## src/rtl/pito_test_pkg.sv

```systemverilog
// Shared types and tohost encoding for the pito test monitor.
// A tohost write with bit 0 set is a report: value 1 is a pass, any other odd value is a fail.
package pito_test_pkg;

  typedef enum logic [1:0] {
    ST_IDLE = 2'd0,
    ST_RUN  = 2'd1,
    ST_DONE = 2'd2
  } state_t;

  localparam logic [31:0] TOHOST_PASS = 32'd1;

  // Index width that stays legal for a single-hart build.
  function automatic int idx_w(input int n);
    return (n > 1) ? $clog2(n) : 1;
  endfunction

endpackage

```

## src/rtl/pito_hart_report.sv

```systemverilog
// One hart's report latch: remembers that the hart reported, and whether that report was a fail.
// Only the first report of a run is kept; clear starts a new run.
module pito_hart_report
  import pito_test_pkg::*;
(
  input  logic clk,
  input  logic rst,
  input  logic clear,
  input  logic wr,
  input  logic fail,
  output logic done_bit,
  output logic fail_bit
);

  // NOTE: sequential state is written with non-blocking assignments so every flop samples pre-edge values.
  always_ff @(posedge clk or posedge rst) begin
    if (rst) begin
      done_bit <= 1'b0;
      fail_bit <= 1'b0;
    end else if (clear) begin
      done_bit <= 1'b0;
      fail_bit <= 1'b0;
    end else if (wr && !done_bit) begin
      done_bit <= 1'b1;
      fail_bit <= fail;
    end
  end

endmodule

```

## src/rtl/pito_test_monitor.sv

```systemverilog
// Test-run monitor: collects per-hart tohost pass/fail reports, bounds the run by a cycle budget,
// and holds the verdict in DONE until the next start.
module pito_test_monitor
  import pito_test_pkg::*;
#(
  parameter int NUM_HARTS      = 8,
  parameter int TIMEOUT_CYCLES = 1000000,
  parameter int CNT_W          = 32,
  localparam int HART_W        = idx_w(NUM_HARTS)
) (
  input  logic                 clk,
  input  logic                 rst,
  input  logic                 start,
  input  logic [NUM_HARTS-1:0] hart_en,
  input  logic                 tohost_valid,
  input  logic [HART_W-1:0]    tohost_hart,
  input  logic [31:0]          tohost_data,
  output logic                 busy,
  output logic                 done,
  output logic                 pass,
  output logic                 timeout,
  output logic [NUM_HARTS-1:0] done_mask,
  output logic [NUM_HARTS-1:0] fail_mask,
  output logic [HART_W-1:0]    first_fail_hart,
  output logic [30:0]          first_fail_code,
  output logic [CNT_W-1:0]     cycle_count
);

  state_t               state, state_next;
  logic [NUM_HARTS-1:0] en_lat;
  logic [NUM_HARTS-1:0] wr_vec;
  logic [NUM_HARTS-1:0] done_next, fail_next;
  logic                 in_run, accept_start, hart_ok, report, is_fail;
  logic                 complete, timeout_hit;

  assign in_run       = (state == ST_RUN);
  assign accept_start = start && !in_run;
  assign hart_ok      = ({1'b0, tohost_hart} < (HART_W+1)'(NUM_HARTS));
  assign report       = in_run && tohost_valid && hart_ok && tohost_data[0];
  assign is_fail      = (tohost_data != TOHOST_PASS);

  for (genvar i = 0; i < NUM_HARTS; i++) begin : g_hart
    assign wr_vec[i] = report && (tohost_hart == HART_W'(i)) && en_lat[i] && !done_mask[i];

    pito_hart_report u_report (
      .clk      (clk),
      .rst      (rst),
      .clear    (accept_start),
      .wr       (wr_vec[i]),
      .fail     (is_fail),
      .done_bit (done_mask[i]),
      .fail_bit (fail_mask[i])
    );
  end

  // Masks as they will stand after this edge, so a completing write ends the run this cycle.
  assign done_next = done_mask | wr_vec;
  assign fail_next = fail_mask | (is_fail ? wr_vec : '0);

  // NOTE: every combinational output gets a default first; a missed branch would otherwise infer a latch.
  always_comb begin
    state_next  = state;
    complete    = 1'b0;
    timeout_hit = 1'b0;
    case (state)
      ST_IDLE, ST_DONE: if (start) state_next = ST_RUN;
      ST_RUN: begin
        complete    = (done_next == en_lat);
        timeout_hit = !complete && (cycle_count == CNT_W'(TIMEOUT_CYCLES - 1));
        if (complete || timeout_hit) state_next = ST_DONE;
      end
      default: state_next = ST_IDLE;
    endcase
  end

  always_ff @(posedge clk or posedge rst) begin
    if (rst) begin
      state <= ST_IDLE;
      busy  <= 1'b0;
      done  <= 1'b0;
    end else begin
      state <= state_next;
      busy  <= (state_next == ST_RUN);
      done  <= (state_next == ST_DONE);
    end
  end

  always_ff @(posedge clk or posedge rst) begin
    if (rst) begin
      en_lat          <= '0;
      pass            <= 1'b0;
      timeout         <= 1'b0;
      first_fail_hart <= '0;
      first_fail_code <= '0;
      cycle_count     <= '0;
    end else if (accept_start) begin
      en_lat          <= hart_en;
      pass            <= 1'b0;
      timeout         <= 1'b0;
      first_fail_hart <= '0;
      first_fail_code <= '0;
      cycle_count     <= '0;
    end else if (in_run) begin
      // The timeout cycle leaves the count at the budget limit.
      if (!timeout_hit) cycle_count <= cycle_count + CNT_W'(1);
      if (timeout_hit) timeout <= 1'b1;
      if (|wr_vec && is_fail && fail_mask == '0) begin
        first_fail_hart <= tohost_hart;
        first_fail_code <= tohost_data[31:1];
      end
      if (complete || timeout_hit) pass <= complete && (fail_next == '0);
    end
  end

endmodule

```

## config.mk

```make
export PLATFORM = sky130hd
export DESIGN_NAME = pito_test_monitor
export DESIGN_NICKNAME = d
export VERILOG_FILES = /design/src/rtl/pito_test_pkg.sv /design/src/rtl/pito_hart_report.sv /design/src/rtl/pito_test_monitor.sv
export SDC_FILE = /design/constraint.sdc
export NUM_CORES = 1
export LEC_CHECK = 0
export ABC_AREA = 1
export CAP_MARGIN = 30
export CORE_ASPECT_RATIO = 1.25
export CORE_UTILIZATION = 55
export DETAILED_ROUTE_END_ITERATION = 10
export PLACE_DENSITY = 0.89
export SLEW_MARGIN = 10
export SYNTH_ARGS = -nofsm -noshare
export SYNTH_HDL_FRONTEND = slang
export SYNTH_HIERARCHICAL = 1
export SYNTH_SLANG_ARGS = --single-unit
```

## constraint.sdc

```tcl
create_clock -name clk -period 5.7 [get_ports clk]
set_input_delay 0.855 -clock clk [delete_from_list [all_inputs] [get_ports clk]]
set_output_delay 0.855 -clock clk [all_outputs]
set_load 0.05 [all_outputs]
```

# After elaboration in Yosys (flattened, before gate mapping)
# Cells that the tools add are included.
dict set report totals {
  input_bits 47
  reg_bits 96
  wordCells 169
  out_inout_bits 86
}
dict set report op_classes {
  eq_ne 15
  n_mux 53
  n_reduce_logical 73
  bitwise_logic 2
  addsub 1
}
# cell n
set ops {}
lappend ops {{$mux 32} 3}
lappend ops {{$mux 31} 3}
lappend ops {{$mux 1} 40}
lappend ops {{$logic_and 1x1->1} 39}
lappend ops {{$add 32x1->32 const B} 1}
lappend ops {{$eq 32x20->1 const B} 1}
lappend ops {{$ne 32x1->1 const B} 1}
lappend ops {{$reduce_bool 2->1} 12}
lappend ops {{$logic_not 8->1} 2}
lappend ops {{$or 8x8->8} 2}
lappend ops {{$eq 3x3->1 const B} 4}
lappend ops {{$logic_not 1->1} 10}
lappend ops {{$mux 3} 3}
lappend ops {{$eq 8x8->1} 1}
lappend ops {{$mux 8} 1}
lappend ops {{$reduce_and 2->1} 4}
lappend ops {{$reduce_or 8->1} 1}
lappend ops {{$eq 3x2->1 const B} 2}
lappend ops {{$eq 2x1->1 const B} 2}
lappend ops {{$eq 2x2->1 const B} 2}
lappend ops {{$mux 2} 2}
lappend ops {{$pmux 2 s2} 1}
lappend ops {{$eq 3x1->1 const B} 1}
lappend ops {{$logic_not 3->1} 1}
lappend ops {{other kinds (4)} 5}

# Depth between registers and ports, before layout
dict set report logic_depth {
  word_depth 15
  ltp_mapped 16
  depth_no_buf 14
}

# Modules after synthesis
# Netlist, hierarchy kept.
# mod seq_area_each_um2 cells_per_inst instances area_per_inst_um2
set modules_own_cells {}
lappend modules_own_cells {pito_test_monitor 2001.9 731 1 5061.1}
lappend modules_own_cells {pito_hart_report 50.0 10 8 87.6}

# Least setup slack after synthesis
# OpenSTA, ideal clock, no wires.
dict set report synth_path {
  kind {flip-flop to flip-flop}
  startpoint {register cycle_count[0]}
  endpoint {register cycle_count[25]}
  n_path_buf 1
  period_less_slack_ns 2.238
  slack_ns 3.462
  t_arrival_ns 2.172
  path_stages_with_launch 13
  t_required_ns 5.633
  setup_ns 0.067
  cell_sequence {dfrtp_1 -> ha_1 -> nand3_2 -> nor2_2 -> inv_2 -> nor2_1 -> nand3_1 -> nor2_1 -> nand2_4 -> nand2_4 -> buf_6 -> nand3_1 -> nand2_1}
}
dict set report synth_via {
  elab_chain_cells 5
  word_cells_on_any_way 9
  classes_between {add/sub (1); eq/ne (2); mux (4); reduce/logical (2)}
}
# element line_no
set synth_lines {}
lappend synth_lines {{start: declaration} pito_test_monitor.sv:26} ;# output logic [CNT_W-1:0] cycle_count
lappend synth_lines {{start signal: assignment} pito_test_monitor.sv:105} ;# if (!timeout_hit) cycle_count <= cycle_count + CNT_W'(1);
lappend synth_lines {{parallel branches: the longest is 5 deep, another holds $add 32x1->32} -}
# Parallel ways; which one is timed is not known. The select of a mux whose other input is x is not followed.
# A chain may end at the register's enable or synchronous reset.

# Worst setup path after layout
dict set report layout_path {
  startpoint {input port tohost_hart[2]}
  endpoint {register first_fail_code[1]}
}
dict set report layout_via {
  elab_chain_cells 9
  word_cells_on_any_way 37
  classes_between {eq/ne (7); reduce/logical (30)}
}
# element line_no
set layout_lines {}
lappend layout_lines {{start: declaration} pito_test_monitor.sv:16} ;# input logic [HART_W-1:0] tohost_hart,
lappend layout_lines {{$eq 3x1->1, or another cell as far along} pito_test_monitor.sv:43} ;# assign wr_vec[i] = report && (tohost_hart == HART_W'(i)) && en_lat[i] && !done_mask[i];
lappend layout_lines {{$logic_and 1x1->1 (3 in series)} pito_test_monitor.sv:43}
lappend layout_lines {{$reduce_or 8->1 *} pito_test_monitor.sv:107} ;# if (|wr_vec && is_fail && fail_mask == '0) begin
lappend layout_lines {{$logic_and 1x1->1 * (2 in series)} pito_test_monitor.sv:107}
lappend layout_lines {{$reduce_bool 2->1 (no source line) *} -}
lappend layout_lines {{$reduce_and 2->1 (no source line) *} -}
lappend layout_lines {{end signal: assignment} pito_test_monitor.sv:109} ;# first_fail_code <= tohost_data[31:1];
lappend layout_lines {{end: declaration} pito_test_monitor.sv:25} ;# output logic [30:0] first_fail_code,
# Every way passes the cells marked *; elsewhere a longest branch is shown, timed or not.

==> results.py <==
metrics = {
    "status": {
        "status": "completed",
    },
    "clock_network": {
        "clock-sinks": 96,
        "clk_latency_ps": 350,
        "cts_max_level": 3,
        "path_clk_slew_ps": 70,
        "cts.path.max_buffers": 2,
        "cts_resized": 0,
        "cts_hold_buf": 0,
        "cts_setup_buffers": 0,
        "cts_tree": "yes",
        "cts-root-buf": "clkbuf_16",
        "cts_inserted_buffers": 9,
    },
    "critical_path": {
        "reg2reg_setup_slack_ps": 2910,
        "path_cells": "clkdlybuf4s50_1 > inv_1 > nand2_1 > nor2_1 > nand3_1 > nand4_1 > nor2_1 > nor2_4 > nand2_2 > inv_2 > nand2_1 > nand2_1",
        "timing.rr.end": "first_fail_code[1]",
        "critical_path.startpoint": "tohost_hart[2]",
        "crit_required_ps": 5980,
        "reg2reg_depth": 11,
        "crit_slowest_cell": "clkdlybuf4s50_1",
        "arrival_ps": 3640,
        "critPathCapture": "first_fail_code[1]",
        "worstSetupPathType": "in2reg",
        "timing.rr.start": "state[1]",
        "endpoint_kind": "register",
        "slowest_delay_ps": 550,
        "path_common_cell": "nand2_1",
        "cp-start-kind": "input port",
        "crit_fanout": 41,
    },
    "placed_design": {
        "dp_cells": 1046,
        "io_buffer_count": 132,
        "gp_congestion": 0.966,
        "dpl.hpwl_um": 11600,
        "dpl-instance-area_mm2": 0.00711,
    },
    "power_and_ir_drop": {
        "p_leak_nw": 3.68,
        "power_density_mw_per_mm2": 452,
        "p_total_mw": 3.37,
        "peakVddDrop_mv": 0.448,
    },
    "timing": {
        "rsz0062_at_grt": "false",
        "setup_viol": 0,
        "setup_tns_ps": 0,
        "relSlewSlack_pct": 51.2,
        "layout_min_cycle_time_ps": 3370,
        "fin_crit_sh_pct": 59.1,
        "drv_slew": 0,
        "fmax_mhz": 297,
        "hold_viol_final": 0,
        "tightest_slew_ps": 729,
        "worst_clock_skew_ps": 5.22,
    },
    "finish": {
        "final_net_count": 977,
        "final.fill_count": 800,
        "final_core_util_pct": 73.4,
        "drive_above_1_share_pct": 6.64,
        "antenna_cells": 0,
        "area_delta_synth_final_pct": 29.3,
        "final_cells": 1063,
        "final_area_mm2": 0.00745,
    },
    "die": {
        "die_y_um": 116,
        "start_util_pct": 56.7,
        "placeableCoreArea_mm2": 0.0102,
        "dieArea_mm2": 0.0109,
        "die_w_um": 93.5,
        "boundaryPins": 133,
        "rows": 41,
    },
    "synthesis": {
        "postSynthCellCount": 811,
        "synthTopCellsByArea": "dfrtp_1, nand2_1, nand3_1",
        "async_reset_ff_share_pct": 100,
        "synth_cell_types": 32,
        "synth_flop_cell": "dfrtp_1",
        "ys_warn_count": 6,
        "synth_edf_count": 0,
        "syn-num-nets": 859,
        "synth_most_common_cell": "nand2_1",
        "synth_seq_cells": 96,
        "synth_top_area_share_pct": 41.7,
        "syn-cell-area_mm2": 0.00576,
        "synth_common_cells": "nand2_1, nand3_1, inv_1",
        "ys_seq_area_share_pct": 41.7,
        "yosys.area.top_type": "dfrtp_1",
        "syn_area_per_cell_um2": 7.10,
    },
    "drt": {
        "firstDrtPassIters": 5,
        "totalWireLength_um": 16300,
        "drc": 0,
        "dr_total_vias": 5943,
        "wl_per_cell_um": 15.3,
        "ant_nets": 0,
        "viasPerCell": 5.59,
        "drt_iter0_markers": 335,
    },
    "grt": {
        "grt_pass1_vias": 5647,
        "overflow": 0,
        "grt_max_degree": 81,
        "antenna_found_initial": 0,
        "grt_pass1_wl_um": 26300,
        "grt_use_total_pct": 31.2,
    },
    "flow_run": {
        "cap_violations": 0,
    },
    "worst_hold_path": {
        "hold_class": "reg2reg",
    },
}
per-stage QoR:
step | setup WS, ps | hold WS (ps)
after floorplan | 2790 | 477
after global placement | 2200 | 481
after detailed placement | 2100 | 491
after CTS | 2430 | 505
after global routing | 2110 | 533
final | 2330 | 500
worst min-delay path by stage:
| stage | slack (ps) | cells past startpoint | to | startpoint |
|---|---|---|---|---|
| finish | 500 | 2 | first_fail_code[11] | first_fail_code[11] |
| global route | 530 | 2 | first_fail_code[18] | first_fail_code[18] |
| CTS | 500 | 2 | first_fail_code[21] | first_fail_code[21] |
| detailed placement | 490 | 2 | first_fail_code[11] | first_fail_code[11] |
| global placement | 480 | 2 | timeout | timeout |
| floorplan | 480 | 2 | en_lat[1] | en_lat[1] |
logic make-up (layout without fill, tap and decap cells):
family	Yosys count	after routing	synth area share, %
adder cells (fa/ha/maj)	1	1	0.217
AND/OR/NAND/NOR	516	516	41.1
XOR/XNOR	27	27	4.10
buffers and inverters	145	268	10.5
AO/OA/AOI/OAI	26	26	2.39
flip-flops	96	96	41.7
power breakdown:
part / leakage (nW) / internal, mW / switching, mW
registers: 1.30 / 0.877 / 0.170
clock network: 0.150 / 0.385 / 0.265
logic: 2.24 / 0.514 / 1.16
cell usage in the layout, fill, tap and decap left out, types with 2 or more instances in the layout:
cell type        count
a21oi_1             11
buf_4                5
bufinv_16            2
clkbuf_1             2
clkbuf_16            9
clkdlybuf4s50_1    132
clkinv_1             2
clkinv_2             2
dfrtp_1             96
inv_1               99
inv_2               12
nand2_1            219
nand2_2             10
nand2_4              3
nand3_1            111
nand3_2              9
nand4_1             49
nor2_1              87
nor2_2               3
nor3_1              17
nor4_1               2
o21ai_0              5
o21ai_1              6
o22ai_1              2
o31ai_1              2
or2_2                2
xnor2_1              6
xor2_1              21
critical path, delay by kind of cell:
| family | cells | cell delay (ps) |
|---|---|---|
| buf+inv | 3 | 1120 |
| simple gates | 9 | 1650 |
flip-flops by register name, summed over array words and instances, names as in the netlist:
| signal | flops |
|---|---|
| busy | 1 |
| g_hart.u_report/fail_bit | 8 |
| pass | 1 |
| cycle_count | 32 |
| done | 1 |
| state | 2 |
| en_lat | 8 |
| first_fail_code | 31 |
| first_fail_hart | 3 |
| timeout | 1 |
| g_hart.u_report/done_bit | 8 |
per-layer routing:
metal  routed length (um)  up-vias  global-route usage (%)  share of wire, %
met5                    0        -                       0                 0
met4                  780        0                    18.4               4.8
met3                  971       62                    5.60               6.0
met2                 8340      251                    54.4                51
met1                 6180     2797                    35.9                38
li1                     -     2833                       -                 -
area by class of cell:
cell class / count / area (um2) / area share, %
clock inverters: 5 / 81.3 / 1.09
repair buffers: 138 / 1390 / 18.6
clock buffers: 11 / 233 / 3.12
inverters: 114 / 429 / 5.76
flip-flops and latches: 96 / 2400 / 32.2
multi-input cells: 570 / 2760 / 37.0
well taps: 129 / 161 / 2.17
No activity file was read; power rests on OpenSTA's default activity.
